==> config.mk <==
export PLATFORM = sky130hd
export DESIGN_NAME = gauss_sample_fifo
export DESIGN_NICKNAME = d
export VERILOG_FILES = /design/src/rtl/gauss_sample_fifo.sv
export SDC_FILE = /design/constraint.sdc
export NUM_CORES = 1
export LEC_CHECK = 0
export CORE_MARGIN = 10
export CORE_UTILIZATION = 45
export DETAILED_ROUTE_END_ITERATION = 10
export SYNTH_ARGS = -nofsm -noshare
export SYNTH_HDL_FRONTEND = slang
export SYNTH_SLANG_ARGS = --single-unit
==> constraint.sdc <==
create_clock -name clk -period 3.8 [get_ports clk]
set_input_delay 0.76 -clock clk [delete_from_list [all_inputs] [get_ports clk]]
set_output_delay 0.76 -clock clk [all_outputs]
set_load 0.01 [all_outputs]
==> src/rtl/gauss_sample_fifo.sv <==
// Output buffer for the multi-hat Gaussian generator: discards the pipeline-fill samples after
// reset, then queues samples in a first-word-fall-through FIFO with a saturating overflow-drop counter.
module gauss_sample_fifo #(
    parameter int DEPTH  = 16,
    parameter int WARMUP = 8,
    parameter int CNT_W  = 16
) (
    input  logic                     clk,
    input  logic                     reset,
    input  logic                     en,
    input  logic [15:0]              in_data,
    output logic [15:0]              out_data,
    output logic                     out_valid,
    input  logic                     out_ready,
    output logic [$clog2(DEPTH):0]   count,
    output logic                     full,
    output logic                     warm,
    output logic [CNT_W-1:0]         drop_count
);

    localparam int DATA_W = 16;
    localparam int PW     = $clog2(DEPTH);
    localparam int CW     = PW + 1;
    localparam int WW     = $clog2(WARMUP + 1);

    localparam logic [WW-1:0] WARM_LAST = WW'(WARMUP - 1);
    localparam logic [CW-1:0] FULL_CNT  = CW'(DEPTH);

    typedef enum logic {
        S_WARMUP = 1'b0,
        S_RUN    = 1'b1
    } state_t;

    state_t                    state, state_nxt;
    logic        [WW-1:0]      warm_cnt, warm_cnt_nxt;
    logic        [PW-1:0]      rd_ptr, wr_ptr;
    logic        [CW-1:0]      count_r;
    logic        [CNT_W-1:0]   drop_r;
    logic signed [DATA_W-1:0]  mem [DEPTH];

    logic pop, push_try, push, drop;

    function automatic logic [CNT_W-1:0] sat_inc(input logic [CNT_W-1:0] v);
        return (&v) ? v : v + CNT_W'(1);
    endfunction

    assign out_valid  = (count_r != '0);
    assign full       = (count_r == FULL_CNT);
    assign count      = count_r;
    assign warm       = (state == S_RUN);
    assign drop_count = drop_r;

    // Memory is not reset, so mask the head while empty to keep out_data defined.
    assign out_data   = out_valid ? mem[rd_ptr] : '0;

    assign pop      = out_valid && out_ready;
    assign push_try = (state == S_RUN) && en;
    assign push     = push_try && (!full || pop);
    assign drop     = push_try && full && !pop;

    always_comb begin
        state_nxt    = state;
        warm_cnt_nxt = warm_cnt;
        case (state)
            S_WARMUP: begin
                warm_cnt_nxt = warm_cnt + WW'(1);
                if (warm_cnt == WARM_LAST)
                    state_nxt = S_RUN;
            end
            S_RUN: ;
            default: state_nxt = S_WARMUP;
        endcase
    end

    always_ff @(posedge clk or posedge reset) begin
        if (reset) begin
            state    <= S_WARMUP;
            warm_cnt <= '0;
            rd_ptr   <= '0;
            wr_ptr   <= '0;
            count_r  <= '0;
            drop_r   <= '0;
        end else begin
            state    <= state_nxt;
            warm_cnt <= warm_cnt_nxt;
            if (pop)
                rd_ptr <= rd_ptr + PW'(1);
            if (push)
                wr_ptr <= wr_ptr + PW'(1);
            case ({push, pop})
                2'b10:   count_r <= count_r + CW'(1);
                2'b01:   count_r <= count_r - CW'(1);
                default: count_r <= count_r;
            endcase
            if (drop)
                drop_r <= sat_inc(drop_r);
        end
    end

    // push is forced low during reset because state is held in WARMUP.
    always_ff @(posedge clk) begin
        if (push)
            mem[wr_ptr] <= in_data;
    end

endmodule
# Word level (Yosys, flattened, before mapping)
# Memories as Yosys holds them, arrays and structs flattened.
# Index checks and enable logic that the tools add are counted.
op_classes:
  add_sub_neg: 6
  eq_ne: 4
  mux: 6
  bitwise_logic: 1
  reduce_logical: 12
ops:
  columns: ["cell", "count"]
  rows:
  - ["16-bit by 1-bit adder with 16-bit output, second input constant", 1]
  - ["16-bit 2-to-1 mux", 1]
  - ["16-bit AND reduction", 1]
  - ["4-bit by 1-bit adder with 4-bit output, second input constant", 3]
  - ["5-bit case mux with 2 select lines", 1]
  - ["5-bit by 1-bit adder with 5-bit output, second input constant", 1]
  - ["5-bit equality test, second input constant", 1]
  - ["1-bit logical AND", 5]
  - ["5-bit nonzero test", 1]
  - ["5-bit by 1-bit subtractor with 5-bit output, second input constant", 1]
  - ["4-bit by 3-bit equality test with 1-bit output, second input constant", 1]
  - ["1-bit 2-to-1 mux", 4]
  - ["2-bit by 1-bit equality test with 1-bit output, second input constant", 1]
  - ["2-bit equality test, second input constant", 1]
  - ["1-bit zero test", 2]
  - ["2-bit AND reduction", 1]
  - ["2-bit nonzero test", 1]
  - ["1-bit logical OR", 1]
  - ["1-bit NOT", 1]
word_totals:
  register_bits: 34
  ramBits: 256
  output_inout_bits: 40
  wordCells: 36
  memories: 1
mem_list:
  columns: ["memory", "depth", "width", "rd", "rd_ports_with_merged_regs", "wr", "line_no", "source"]
  rows:
  - ["mem", 16, 16, 1, 0, 1, "39", "logic signed [DATA_W-1:0] mem [DEPTH];"]

# Depth between registers and ports, before layout
# Gate-level depths: netlist of the first run.
logic_depth:
  depth_word: 6
  mapped_depth: 9
  ltp_nobuf: 9

# Least setup slack after synthesis of the first run
# No wires, ideal clock.
synth_path:
  path_kind: "input-to-reg"
  start: "input out_ready"
  end: "memory mem[4][0] (enable)"
  setup_ns: 0.389
  t_arrival_ns: 2.301
  setup_slack_ns: 1.110
  stages: 5
  path_buffers: 2
  path_cell_list: "clkbuf_1 > o21a_1 > clkbuf_1 > nand3b_1 > nor2_1"
synth_between:
  elab_chain_cells: 5
synth_lines:
  columns: ["item", "line_no", "source"]
  rows:
  - ["from (decl)", "14", "input logic out_ready,"]
  - ["1-bit logical AND", "56", "assign pop = out_valid && out_ready;"]
  - ["1-bit logical OR", "58", "assign push = push_try && (!full || pop);"]
  - ["1-bit logical AND", "58", null]
  - ["1-bit 2-to-1 mux", "102", "if (push)"]
  - ["1-bit 2-to-1 mux (implied by the code)", "103", "mem[wr_ptr] <= in_data;"]
  - ["to (decl)", "39", null]
# Every way passes these cells.

# Final worst setup path of the first run
layout_path:
  start: "register rd_ptr[3]"
  end: "output out_data[8]"
layout_between:
  elab_chain_cells: 2
layout_lines:
  columns: ["item", "line_no", "source"]
  rows:
  - ["from (decl)", "36", "logic [PW-1:0] rd_ptr, wr_ptr;"]
  - ["from (signal assigned)", "87", "rd_ptr <= rd_ptr + PW'(1);"]
  - ["memory read 16 x 16 bit", null, null]
  - ["16-bit 2-to-1 mux", "54", "assign out_data = out_valid ? mem[rd_ptr] : '0;"]
  - ["to (decl)", "12", "output logic [15:0] out_data,"]
# Every way passes these cells.

==> qor.yml, run 1 <==
status:
  outcome: "complete, no violations"
power:
  ir_drop_mv: 0.419
  cellLeakagePower_nw: 4.74
  pwr_density_cell_nw_per_um2: 721
layout:
  area_growth_from_synthesis_to_final_layout_pct: 19.6
  final_core_util: 0.548
  fin_nets: 716
  proportion_of_layout_cells_with_a_drive_suffix_above_1: 0.237
  stdcell_area_um2: 13800
  final_common_cell: "sky130_fd_sc_hd__edfxtp_1"
  finalNonFillerCells: 1041
  mostFrequentLayoutCells: "sky130_fd_sc_hd__edfxtp_1 (256), sky130_fd_sc_hd__mux4_2 (64), sky130_fd_sc_hd__clkdlybuf4s50_1 (59), sky130_fd_sc_hd__buf_4 (40), sky130_fd_sc_hd__mux2i_1 (33)"
clocking:
  worstSkewPairLatency_ns: 0.54
  count_of_clock_tree_sinks: 290
  cts_hold_buffers: 0
  tritoncts: "yes"
  postCtsSetupBuffers: 0
  worst_setup_hold_path_clk_slew_ns: 0.06
  ctsLongestPathBuffers: 3
  cts_inserted_buffers: 30
  clock-root-buffer: "sky130_fd_sc_hd__clkbuf_16"
  ctsHtreeMaxLevel: 1
  cts.repair.resized: 0
synth:
  synth.net_count: 605
  synthAdderAreaFrac: 0.00867
  synth_area_leader_cell: "sky130_fd_sc_hd__edfxtp_1"
  synth-async-reset-ratio: 0.117
  ys_dominant_reg_cell: "sky130_fd_sc_hd__edfxtp_1"
  synth_compound_area_frac: 0.0171
  synth_cell_types: 42
  area_share_of_the_largest_cell_type_after_synthesis: 0.666
  synth_top_family_by_area: "multiplexers"
  ys_seq_elements: 290
  avgSynthCellArea_um2: 20.0
  synth-edff-count: 256
  synth.yosys.seq_area_share: 0.740
  synthSimpleGateAreaFrac: 0.0450
  mappedNetlistArea_um2: 11500
  synth.area.mux_share: 0.157
  synthesis.instances: 577
  synth.yosys.warnings: 0
  synth-xor-area-share: 0.0197
  synth_area_leaders: "sky130_fd_sc_hd__edfxtp_1 (67%), sky130_fd_sc_hd__mux4_2 (12%), sky130_fd_sc_hd__dfrtp_1 (7.4%), sky130_fd_sc_hd__mux2i_1 (2.9%), sky130_fd_sc_hd__xnor2_1 (1.4%)"
critical_path:
  worst-endpoint-arrival_ns: 2.85
  end_kind: "output port"
  top_fanout_value_on_the_critical_path: 28
  worstSetupPathType: "register to output port"
  cp-start-kind: "register"
  timing.reg2reg.setup_slack_ns: 1.34
  worst-endpoint-required_ns: 3.04
detailed_routing:
  mean_routed_wirelength_per_cell_um: 23.4
  vias_per_cell: 5.52
  vias: 5751
  total_wirelength_of_the_detailed_routed_design_um: 24400
  drt_iter0_drc: 402
  drt.antenna.violating_nets: 0
  drc: 0
  drt_pass1_iterations: 4
global_route:
  global_route.usage.total: 0.147
  grt_max_degree: 30
  grt_pass1_wl_um: 37200
  overflow: 0
  antenna_found_initial: 1
  grt_pass1_vias: 6132
sta:
  worst_pin_slew_ns: 0.894
  maxSlewHeadroom: 0.403
  report.final.slew_viol_count: 0
  period_minus_slack_ns: 3.61
  setup_viol: 0
  final.setup.tns_ns: 0
  timing.fmax_mhz: 277
  number_of_failing_hold_endpoints_at_the_final_stage: 0
  final.setup_skew_ns: 0.00639
  final_worst_path_setup_slack_ns: 0.194
  finalCritPeriodShare: 0.949
  grt_setup_unrepaired: "false"
die:
  ios: 60
  floorplan.die.width_um: 180
  initial_utilization: 0.458
  fp_rows: 58
  dieHeight_um: 180
  core-area_um2: 25200
  floorplan.die_area_um2: 32500
placed_design:
  port-buffer-count: 59
  dp_hpwl_um: 15400
  post_dp_cell_area_um2: 12800
  preCtsSetupSlack_ns: 0.649
  finalWeightedCongestion: 0.825
  place_inst: 985
min_path:
  holdCritPathClass: "register to register"
flow_run:
  max_cap_violations: 0
==> layer usage <==
layer / routed length (um) / GRT usage
met2: 12000 / 0.246
met3: 1240 / 0.0303
met5: 0 / 0
met4: 379 / 0.0351
met1: 10800 / 0.193
==> flip-flops by register name, indices dropped and copies added (netlist names) <==
name,count
mem,256
drop_count,16
count,5
rd_ptr,4
warm_cnt,4
wr_ptr,4
warm,1
==> cells in the mapped netlist, types with 5 or more instances <==
| master | n |
|---|---|
| sky130_fd_sc_hd__and2_1 | 17 |
| sky130_fd_sc_hd__and3_1 | 5 |
| sky130_fd_sc_hd__buf_2 | 10 |
| sky130_fd_sc_hd__clkbuf_1 | 11 |
| sky130_fd_sc_hd__dfrtp_1 | 34 |
| sky130_fd_sc_hd__edfxtp_1 | 256 |
| sky130_fd_sc_hd__ha_1 | 8 |
| sky130_fd_sc_hd__inv_1 | 11 |
| sky130_fd_sc_hd__mux2i_1 | 33 |
| sky130_fd_sc_hd__mux4_2 | 64 |
| sky130_fd_sc_hd__nand2_1 | 19 |
| sky130_fd_sc_hd__nand3_1 | 7 |
| sky130_fd_sc_hd__nand4_1 | 5 |
| sky130_fd_sc_hd__nor2_1 | 11 |
| sky130_fd_sc_hd__o21ai_0 | 7 |
| sky130_fd_sc_hd__o22ai_1 | 16 |
| sky130_fd_sc_hd__xnor2_1 | 18 |
| sky130_fd_sc_hd__xor2_1 | 8 |
==> per-stage QoR <==
stage | hold WS, ns | power [mW]
after floorplan | 0.446 | 5.93
after global placement | 0.461 | 7.10
after detailed placement | 0.477 | 7.15
after CTS | 0.489 | 10.0
after global routing | 0.503 | 10.4
final | 0.485 | 9.96
==> area by class of cell <==
class | count | area [um^2]
Tap cell | 330 | 413
Timing Repair Buffer | 102 | 958
Multi-Input combinational cell | 253 | 2870
Sequential cell | 290 | 8540
Inverter | 11 | 41.3
Antenna cell | 1 | 2.50
Clock inverter | 19 | 190
Clock buffer | 35 | 791
Fill cell | 1898 | 11400
==> cells by family (layout without fill, tap and decap cells) <==
logic type,after synthesis,in the layout
AOI/OAI and AO/OA,30,30
xor gates and xnor gates,26,26
adders and majority gates,8,8
buffers and inverters,34,167
DFF,290,290
muxes,101,101
other,0,1
and+or+nand+nor,88,88
==> worst paths after layout <==
path | from | endpoint | cells past startpoint
setup / recovery | rd_ptr[3] | out_data[8] | 5
hold / removal | warm_cnt[3] | warm_cnt[3] | 1
setup reg to reg | count[0] | count[4] | 9
hold reg to reg | warm_cnt[3] | warm_cnt[3] | 1
max in group asynchronous | reset | drop_count[4] | 3
min in group asynchronous | reset | drop_count[3] | 2
==> power breakdown <==
part	switching (mW)	internal (mW)	total, mW
registers	0.293	3.84	4.13
clock network	1.15	1.74	2.89
logic	1.39	1.54	2.94
total	2.83	7.13	9.96
==> worst max-delay path: stages (launching register included) <==
cell                              delay [ns]
sky130_fd_sc_hd__dfrtp_2                0.85
sky130_fd_sc_hd__buf_4                  0.31
sky130_fd_sc_hd__mux4_2                 0.33
sky130_fd_sc_hd__mux2i_1                0.18
sky130_fd_sc_hd__o22ai_1                0.12
sky130_fd_sc_hd__clkdlybuf4s50_1        0.49
(Power assumes the default switching activity.)
==> run 2, diff against run 1 <==
CORE_UTILIZATION = 64   (was 45)
PLACE_DENSITY = 0.84   (was default)
==> run 2 against run 1 <==
Against the previous run:
- combinational power grew 4%
- sequential cell count is the same
- power decreased by 1.0%
- worst hold slack got worse by 0.0041 ns
- worst setup slack gained 0.057 ns
- first-iteration DRC count is 63% higher
- final area decreased by 1.8%
- core utilization up 21 points
- via count is 3.3% higher
- critical path depth stayed put
- sequential share of layout area up 1.2 points
- die area is 27% lower
- largest cell class unchanged
==> qor.yml, run 2 (synthesis gave the netlist of run 1 again) <==
status:
  outcome: "complete, no violations"  # unchanged
global_route:
  grt_pass1_wl_um: 38800  # was 37200 um
  global_route.usage.total: 0.210  # was 0.147
  use_met2: 0.358  # was 0.246
  antenna_found_initial: 0  # was 1
  grt_util_met3: 0.0391  # was 0.0303
  overflow: 0  # unchanged
  grt_max_degree: 45  # was 30
  busiest_layer: "met2"  # unchanged
  grt_pass1_vias: 6441  # was 6132
  groute.layer.met1.usage: 0.267  # was 0.193
detailed_routing:
  vias_per_cell: 6.40  # was 5.52
  drt.antenna.violating_nets: 0  # unchanged
  drt_iter0_drc: 656  # was 402
  drt_pass1_iterations: 5  # was 4
  vias: 5942  # was 5751
  total_wirelength_of_the_detailed_routed_design_um: 25200  # was 24400 um
  drc: 0  # unchanged
  mean_routed_wirelength_per_cell_um: 27.1  # was 23.4 um
sta:
  period_minus_slack_ns: 3.55  # was 3.61 ns
  timing.fmax_mhz: 282  # was 277 MHz
  worst_pin_slew_ns: 0.591  # was 0.894 ns
  final.setup.tns_ns: 0  # unchanged
  final.setup_skew_ns: 0.0158  # was 0.00639 ns
  holdWs_ns: 0.481  # was 0.485 ns
  finalCritPeriodShare: 0.934  # was 0.949
  report.final.slew_viol_count: 0  # unchanged
  grt_setup_unrepaired: "false"  # unchanged
  number_of_failing_hold_endpoints_at_the_final_stage: 0  # unchanged
  maxSlewHeadroom: 0.605  # was 0.403
  setup_viol: 0  # unchanged
critical_path:
  cp-start-kind: "register"  # unchanged
  worst-r2r-cell-count: 6  # was 9
  worst-endpoint-arrival_ns: 2.79  # was 2.85 ns
  slowest_stage: "sky130_fd_sc_hd__dfrtp_4"  # was sky130_fd_sc_hd__dfrtp_2
  end_kind: "output port"  # unchanged
  worst-endpoint-required_ns: 3.04  # about the same
  worstPathCellList: "buf_4 -> mux4_2 -> mux2i_1 -> o22ai_1 -> clkdlybuf4s50_1"  # unchanged
  timing.critical_path.slowest_cell_delay_ns: 0.62  # was 0.85 ns
  worstSetupPathType: "register to output port"  # unchanged
  top_fanout_value_on_the_critical_path: 13  # was 28
layout:
  fill_cells: 921  # was 1898
  largest_reg_flops: 256  # unchanged
  stdcell_area_um2: 13600  # was 13800 um^2
  antenna-diode-count: 0  # was 1
  mostFrequentLayoutCells: "sky130_fd_sc_hd__edfxtp_1 (256), sky130_fd_sc_hd__mux4_2 (64), sky130_fd_sc_hd__clkdlybuf4s50_1 (59), sky130_fd_sc_hd__buf_4 (35), sky130_fd_sc_hd__mux2i_1 (33)"  # was sky130_fd_sc_hd__edfxtp_1 (256), sky130_fd_sc_hd__mux4_2 (64), sky130_fd_sc_hd__clkdlybuf4s50_1 (59), sky130_fd_sc_hd__buf_4 (40), sky130_fd_sc_hd__mux2i_1 (33)
  area_growth_from_synthesis_to_final_layout_pct: 17.5  # was 19.6%
  fin_nets: 709  # was 716
  seqCellArea_um2: 8540  # unchanged
  final_common_cell: "sky130_fd_sc_hd__edfxtp_1"  # unchanged
  multi_input_area_um2: 2860  # was 2870 um^2
  regMostFlops: "mem"  # unchanged
  proportion_of_layout_cells_with_a_drive_suffix_above_1: 0.221  # was 0.237
power:
  design_power_total_mw: 9.86  # was 9.96 mW
  ir_drop_mv: 0.527  # was 0.419 mV
  pwr_density_cell_nw_per_um2: 727  # was 721 nW/um^2
  cellLeakagePower_nw: 4.68  # was 4.74 nW
clocking:
  tritoncts: "yes"  # unchanged
  worst_setup_hold_path_clk_slew_ns: 0.06  # about the same
  clock-root-buffer: "sky130_fd_sc_hd__clkbuf_16"  # unchanged
  cts_inserted_buffers: 28  # was 30
  ctsHtreeMaxLevel: 1  # unchanged
  cts_hold_buffers: 0  # unchanged
  count_of_clock_tree_sinks: 290  # unchanged
  worstSkewPairLatency_ns: 0.54  # about the same
  ctsLongestPathBuffers: 3  # unchanged
die:
  core-area_um2: 17800  # was 25200 um^2
  ios: 60  # unchanged
  floorplan.die_area_um2: 23800  # was 32500 um^2
  dieHeight_um: 154  # was 180 um
  initial_utilization: 0.647  # was 0.458
  fp_rows: 49  # was 58
  floorplan.die.width_um: 154  # was 180 um
min_path:
  number_of_instances_on_the_worst_hold_path: 1  # unchanged
  holdCritPathClass: "register to register"  # unchanged
flow_run:
  max_cap_violations: 0  # unchanged
placed_design:
  post_dp_cell_area_um2: 12600  # was 12800 um^2
  dp_hpwl_um: 15200  # was 15400 um
  finalWeightedCongestion: 0.826  # was 0.825
  port-buffer-count: 59  # unchanged
-- run 2: per-stage QoR --
| step | setup slack (ns) | utilization | std cells |
|---|---|---|---|
| 2_1_floorplan | 1.11 | - | 577 |
| 3_3_place_gp | 0.700 | 0.708 | 879 |
| 3_5_place_dp | 0.619 | 0.708 | 879 |
| 4_1_cts | 0.0391 | 0.758 | 928 |
| 5_1_grt | 0.124 | 0.760 | 929 |
| 6_report | 0.251 | 0.760 | 929 |
-- run 2: where the power goes --
part           switching, mW  internal, mW  leakage, nW  total, mW
Combinational           1.52          1.53         1.49       3.06
Clock                   1.11          1.62        0.441       2.73
Sequential             0.233          3.84         2.75       4.07
Total                   2.87          6.99         4.68       9.86
-- run 2: cell type report --
| class | instances | area share |
|---|---|---|
| Sequential cell | 290 | 0.630 |
| Clock buffer | 34 | 0.0533 |
| Tap cell | 229 | 0.0211 |
| Clock inverter | 15 | 0.0132 |
| Multi-Input combinational cell | 253 | 0.211 |
| Inverter | 11 | 0.00305 |
| Timing Repair Buffer | 97 | 0.0679 |
-- run 2: per-layer routing --
layer  vias to the layer above  wire length, um
met5                         -                0
met4                         0              868
met3                        57             1990
met2                       299            13000
met1                      3048             9330
li1                       2538                -
-- run 2: path summary, 6_finish.rpt --
kind,to,slack (ns),start
setup / recovery,out_data[4],0.25,rd_ptr[1]
hold / removal,warm_cnt[3],0.48,warm_cnt[3]
setup reg to reg,mem[1][5],1.24,count[3]
hold reg to reg,warm_cnt[3],0.48,warm_cnt[3]
max in group asynchronous,rd_ptr[1],2.61,reset
min in group asynchronous,drop_count[9],0.49,reset
-- run 2: repair_timing --
item / CTS / global route
endpoints found under the setup margin: 0 / 3
gates resized for setup: 0 / 1
buffers inserted: 0 / 1
-- run 2: critical path, delay by kind of cell, from the launching register on --
family | cells | cell delay (ns)
muxes | 2 | 0.70
DFF | 1 | 0.62
buffers and inverters | 2 | 0.81
AOI/OAI and AO/OA | 1 | 0.12
==> run 3, diff against run 2 <==
CORE_ASPECT_RATIO = 1.4   (was default)
CORE_MARGIN = default   (was 10)
CORE_UTILIZATION = 48   (was 64)
PLACE_DENSITY = 0.66   (was 0.84)
==> run 3 against run 2 <==
Against the previous run:
- final area is 0.96% higher
- sequential share of layout area fell by 0.60 points
- global-route usage decreased by 0.68 points
- register-to-register slack gained 0.04 ns
- first-iteration DRC count fell by 13%
- maximum frequency shrank 0.19%
- non-clock buffer count increased by 5
- combinational power fell by 3%
- critical path depth unchanged
- largest cell class unchanged
- final cell count grew 8.7%
==> qor.yml, run 3 (synthesis gave the netlist of run 1 again) <==
critical_path:
  slowest_stage: "sky130_fd_sc_hd__dfrtp_1"  # was sky130_fd_sc_hd__dfrtp_4
  worst-endpoint-required_ns: 3.04  # about the same
  worst-r2r-cell-count: 6  # unchanged
  worstSetupPathType: "register to output port"  # unchanged
  timing.critical_path.slowest_cell_delay_ns: 0.58  # was 0.62 ns
  worst-endpoint-arrival_ns: 2.80  # was 2.79 ns
  r2r-end: "mem[8][7]"  # was mem[1][5]
  r2r-start: "count[0]"  # was count[3]
  worstPathCellList: "buf_4 -> mux4_2 -> mux2i_1 -> o22ai_1 -> clkdlybuf4s50_1"  # unchanged
  top_fanout_value_on_the_critical_path: 10  # was 13
  path_buf_inv: 2  # unchanged
  cp-start-kind: "register"  # unchanged
  path_delay_family: "buffers and inverters"  # unchanged
  end_kind: "output port"  # unchanged
  timing.reg2reg.setup_slack_ns: 1.28  # was 1.24 ns
layout:
  seqCellArea_um2: 8540  # unchanged
  proportion_of_layout_cells_with_a_drive_suffix_above_1: 0.226  # was 0.221
  largest_reg_flops: 256  # unchanged
  final_common_cell: "sky130_fd_sc_hd__edfxtp_1"  # unchanged
  multi_input_area_um2: 2860  # about the same
  mostFrequentLayoutCells: "sky130_fd_sc_hd__edfxtp_1 (256), sky130_fd_sc_hd__mux4_2 (64), sky130_fd_sc_hd__clkdlybuf4s50_1 (59), sky130_fd_sc_hd__buf_4 (37), sky130_fd_sc_hd__mux2i_1 (33)"  # was sky130_fd_sc_hd__edfxtp_1 (256), sky130_fd_sc_hd__mux4_2 (64), sky130_fd_sc_hd__clkdlybuf4s50_1 (59), sky130_fd_sc_hd__buf_4 (35), sky130_fd_sc_hd__mux2i_1 (33)
  antenna-diode-count: 0  # unchanged
  fill_cells: 1764  # was 921
  fin_nets: 713  # was 709
  area_growth_from_synthesis_to_final_layout_pct: 18.6  # was 17.5%
  regMostFlops: "mem"  # unchanged
global_route:
  grt_pass1_wl_um: 36700  # was 38800 um
  grt_max_degree: 35  # was 45
  antenna_found_initial: 0  # unchanged
  overflow: 0  # unchanged
  grt_pass1_vias: 6116  # was 6441
  grt_util_met3: 0.0234  # was 0.0391
  global_route.usage.total: 0.204  # was 0.210
  use_met2: 0.371  # was 0.358
  groute.layer.met1.usage: 0.255  # was 0.267
  busiest_layer: "met2"  # unchanged
sta:
  timing.fmax_mhz: 281  # was 282 MHz
  grt_setup_unrepaired: "false"  # unchanged
  worst_pin_slew_ns: 0.687  # was 0.591 ns
  report.final.slew_viol_count: 0  # unchanged
  final.setup.tns_ns: 0  # unchanged
  maxSlewHeadroom: 0.542  # was 0.605
  number_of_failing_hold_endpoints_at_the_final_stage: 0  # unchanged
  final_worst_path_setup_slack_ns: 0.244  # was 0.251 ns
  setup_viol: 0  # unchanged
  period_minus_slack_ns: 3.56  # was 3.55 ns
  final.setup_skew_ns: 0.0184  # was 0.0158 ns
  finalCritPeriodShare: 0.936  # was 0.934
die:
  dieHeight_um: 185  # was 154 um
  floorplan.die.width_um: 133  # was 154 um
  floorplan.die_area_um2: 24700  # was 23800 um^2
  initial_utilization: 0.492  # was 0.647
  fp_rows: 66  # was 49
  ios: 60  # unchanged
  core-area_um2: 23500  # was 17800 um^2
placed_design:
  finalWeightedCongestion: 0.770  # was 0.826
  port-buffer-count: 59  # unchanged
  dp_hpwl_um: 14900  # was 15200 um
  preCtsSetupSlack_ns: 0.579  # was 0.619 ns
power:
  pwr_density_cell_nw_per_um2: 713  # was 727 nW/um^2
  share_comb_of_total_power: 0.306  # was 0.310
  cellLeakagePower_nw: 4.68  # about the same
  design_power_total_mw: 9.75  # was 9.86 mW
  ir_drop_mv: 0.696  # was 0.527 mV
  netSwitchingFraction: 0.286  # was 0.291
  cellInternalPower_mw: 6.96  # was 6.99 mW
  power.share.sequential: 0.420  # was 0.413
  power_switching_mw: 2.79  # was 2.87 mW
  clock_power_share: 0.275  # was 0.277
status:
  outcome: "complete, no violations"  # unchanged
flow_run:
  max_cap_violations: 0  # unchanged
clocking:
  worst_setup_hold_path_clk_slew_ns: 0.06  # about the same
  count_of_clock_tree_sinks: 290  # unchanged
  cts_inserted_buffers: 27  # was 28
  ctsLongestPathBuffers: 3  # unchanged
  worstSkewPairLatency_ns: 0.54  # about the same
  ctsHtreeMaxLevel: 1  # unchanged
  tritoncts: "yes"  # unchanged
  clock-root-buffer: "sky130_fd_sc_hd__clkbuf_16"  # unchanged
  cts.repair.resized: 0  # unchanged
detailed_routing:
  vias: 5813  # was 5942
  total_wirelength_of_the_detailed_routed_design_um: 24100  # was 25200 um
  drc: 0  # unchanged
  drt_iter0_drc: 570  # was 656
  vias_per_cell: 5.76  # was 6.40
  mean_routed_wirelength_per_cell_um: 23.9  # was 27.1 um
  drt_pass1_iterations: 4  # was 5
  drt.antenna.violating_nets: 0  # unchanged
min_path:
  number_of_instances_on_the_worst_hold_path: 1  # unchanged
  worst_hold_path.endpoint: "drop_count[4]"  # was warm_cnt[3]
  holdCritPathClass: "register to register"  # unchanged
  hold_path.startpoint: "drop_count[4]"  # was warm_cnt[3]
[run 3: power groups by stage]
stage / clock network, mW / registers [mW] / logic (mW)
6_report: 2.68 / 4.09 / 2.98
4_1_cts: 2.73 / 4.10 / 3.04
2_1_floorplan: 0 / 4.02 / 1.90
5_1_grt: 2.85 / 4.12 / 3.20
3_3_place_gp: 0 / 4.19 / 2.88
3_5_place_dp: 0 / 4.21 / 2.92
[run 3: metrics by stage]
| step | util | hold slack (ns) | instance area (um^2) | std cells |
|---|---|---|---|---|
| floorplan | - | 0.446 | 11500 | 577 |
| global placement | 0.545 | 0.460 | 12800 | 957 |
| detailed placement | 0.545 | 0.485 | 12800 | 957 |
| CTS | 0.584 | 0.494 | 13700 | 1010 |
| global route | 0.584 | 0.525 | 13700 | 1010 |
| finish | 0.584 | 0.492 | 13700 | 1010 |
[run 3: cell type report]
type | count | area share
Clock buffer | 34 | 0.0513
Clock inverter | 14 | 0.0123
Inverter | 11 | 0.00302
Multi-Input combinational cell | 253 | 0.209
Sequential cell | 290 | 0.624
Tap cell | 306 | 0.0280
Timing Repair Buffer | 102 | 0.0722
[run 3: worst max path at each step]
stage,slack [ns],endpoint,cells past startpoint,from
CTS,0.17,out_data[14],5,rd_ptr[0]
floorplan,1.11,mem[4][0],5,out_ready
finish,0.24,out_data[5],5,rd_ptr[0]
global route,0.08,out_data[5],5,rd_ptr[0]
global placement,0.61,out_data[14],6,rd_ptr[1]
detailed placement,0.58,out_data[14],6,rd_ptr[1]
[run 3: what timing repair did]
item,in CTS,in global routing
endpoints found under the setup margin,1,0
buffers inserted,5,0
hold buffers,0,0
[run 3: routing by layer]
layer | up-vias | wire length (um)
met3 | 45 | 1000
met4 | 0 | 546
li1 | 2537 | -
met5 | - | 0
met1 | 3067 | 9770
met2 | 164 | 12800
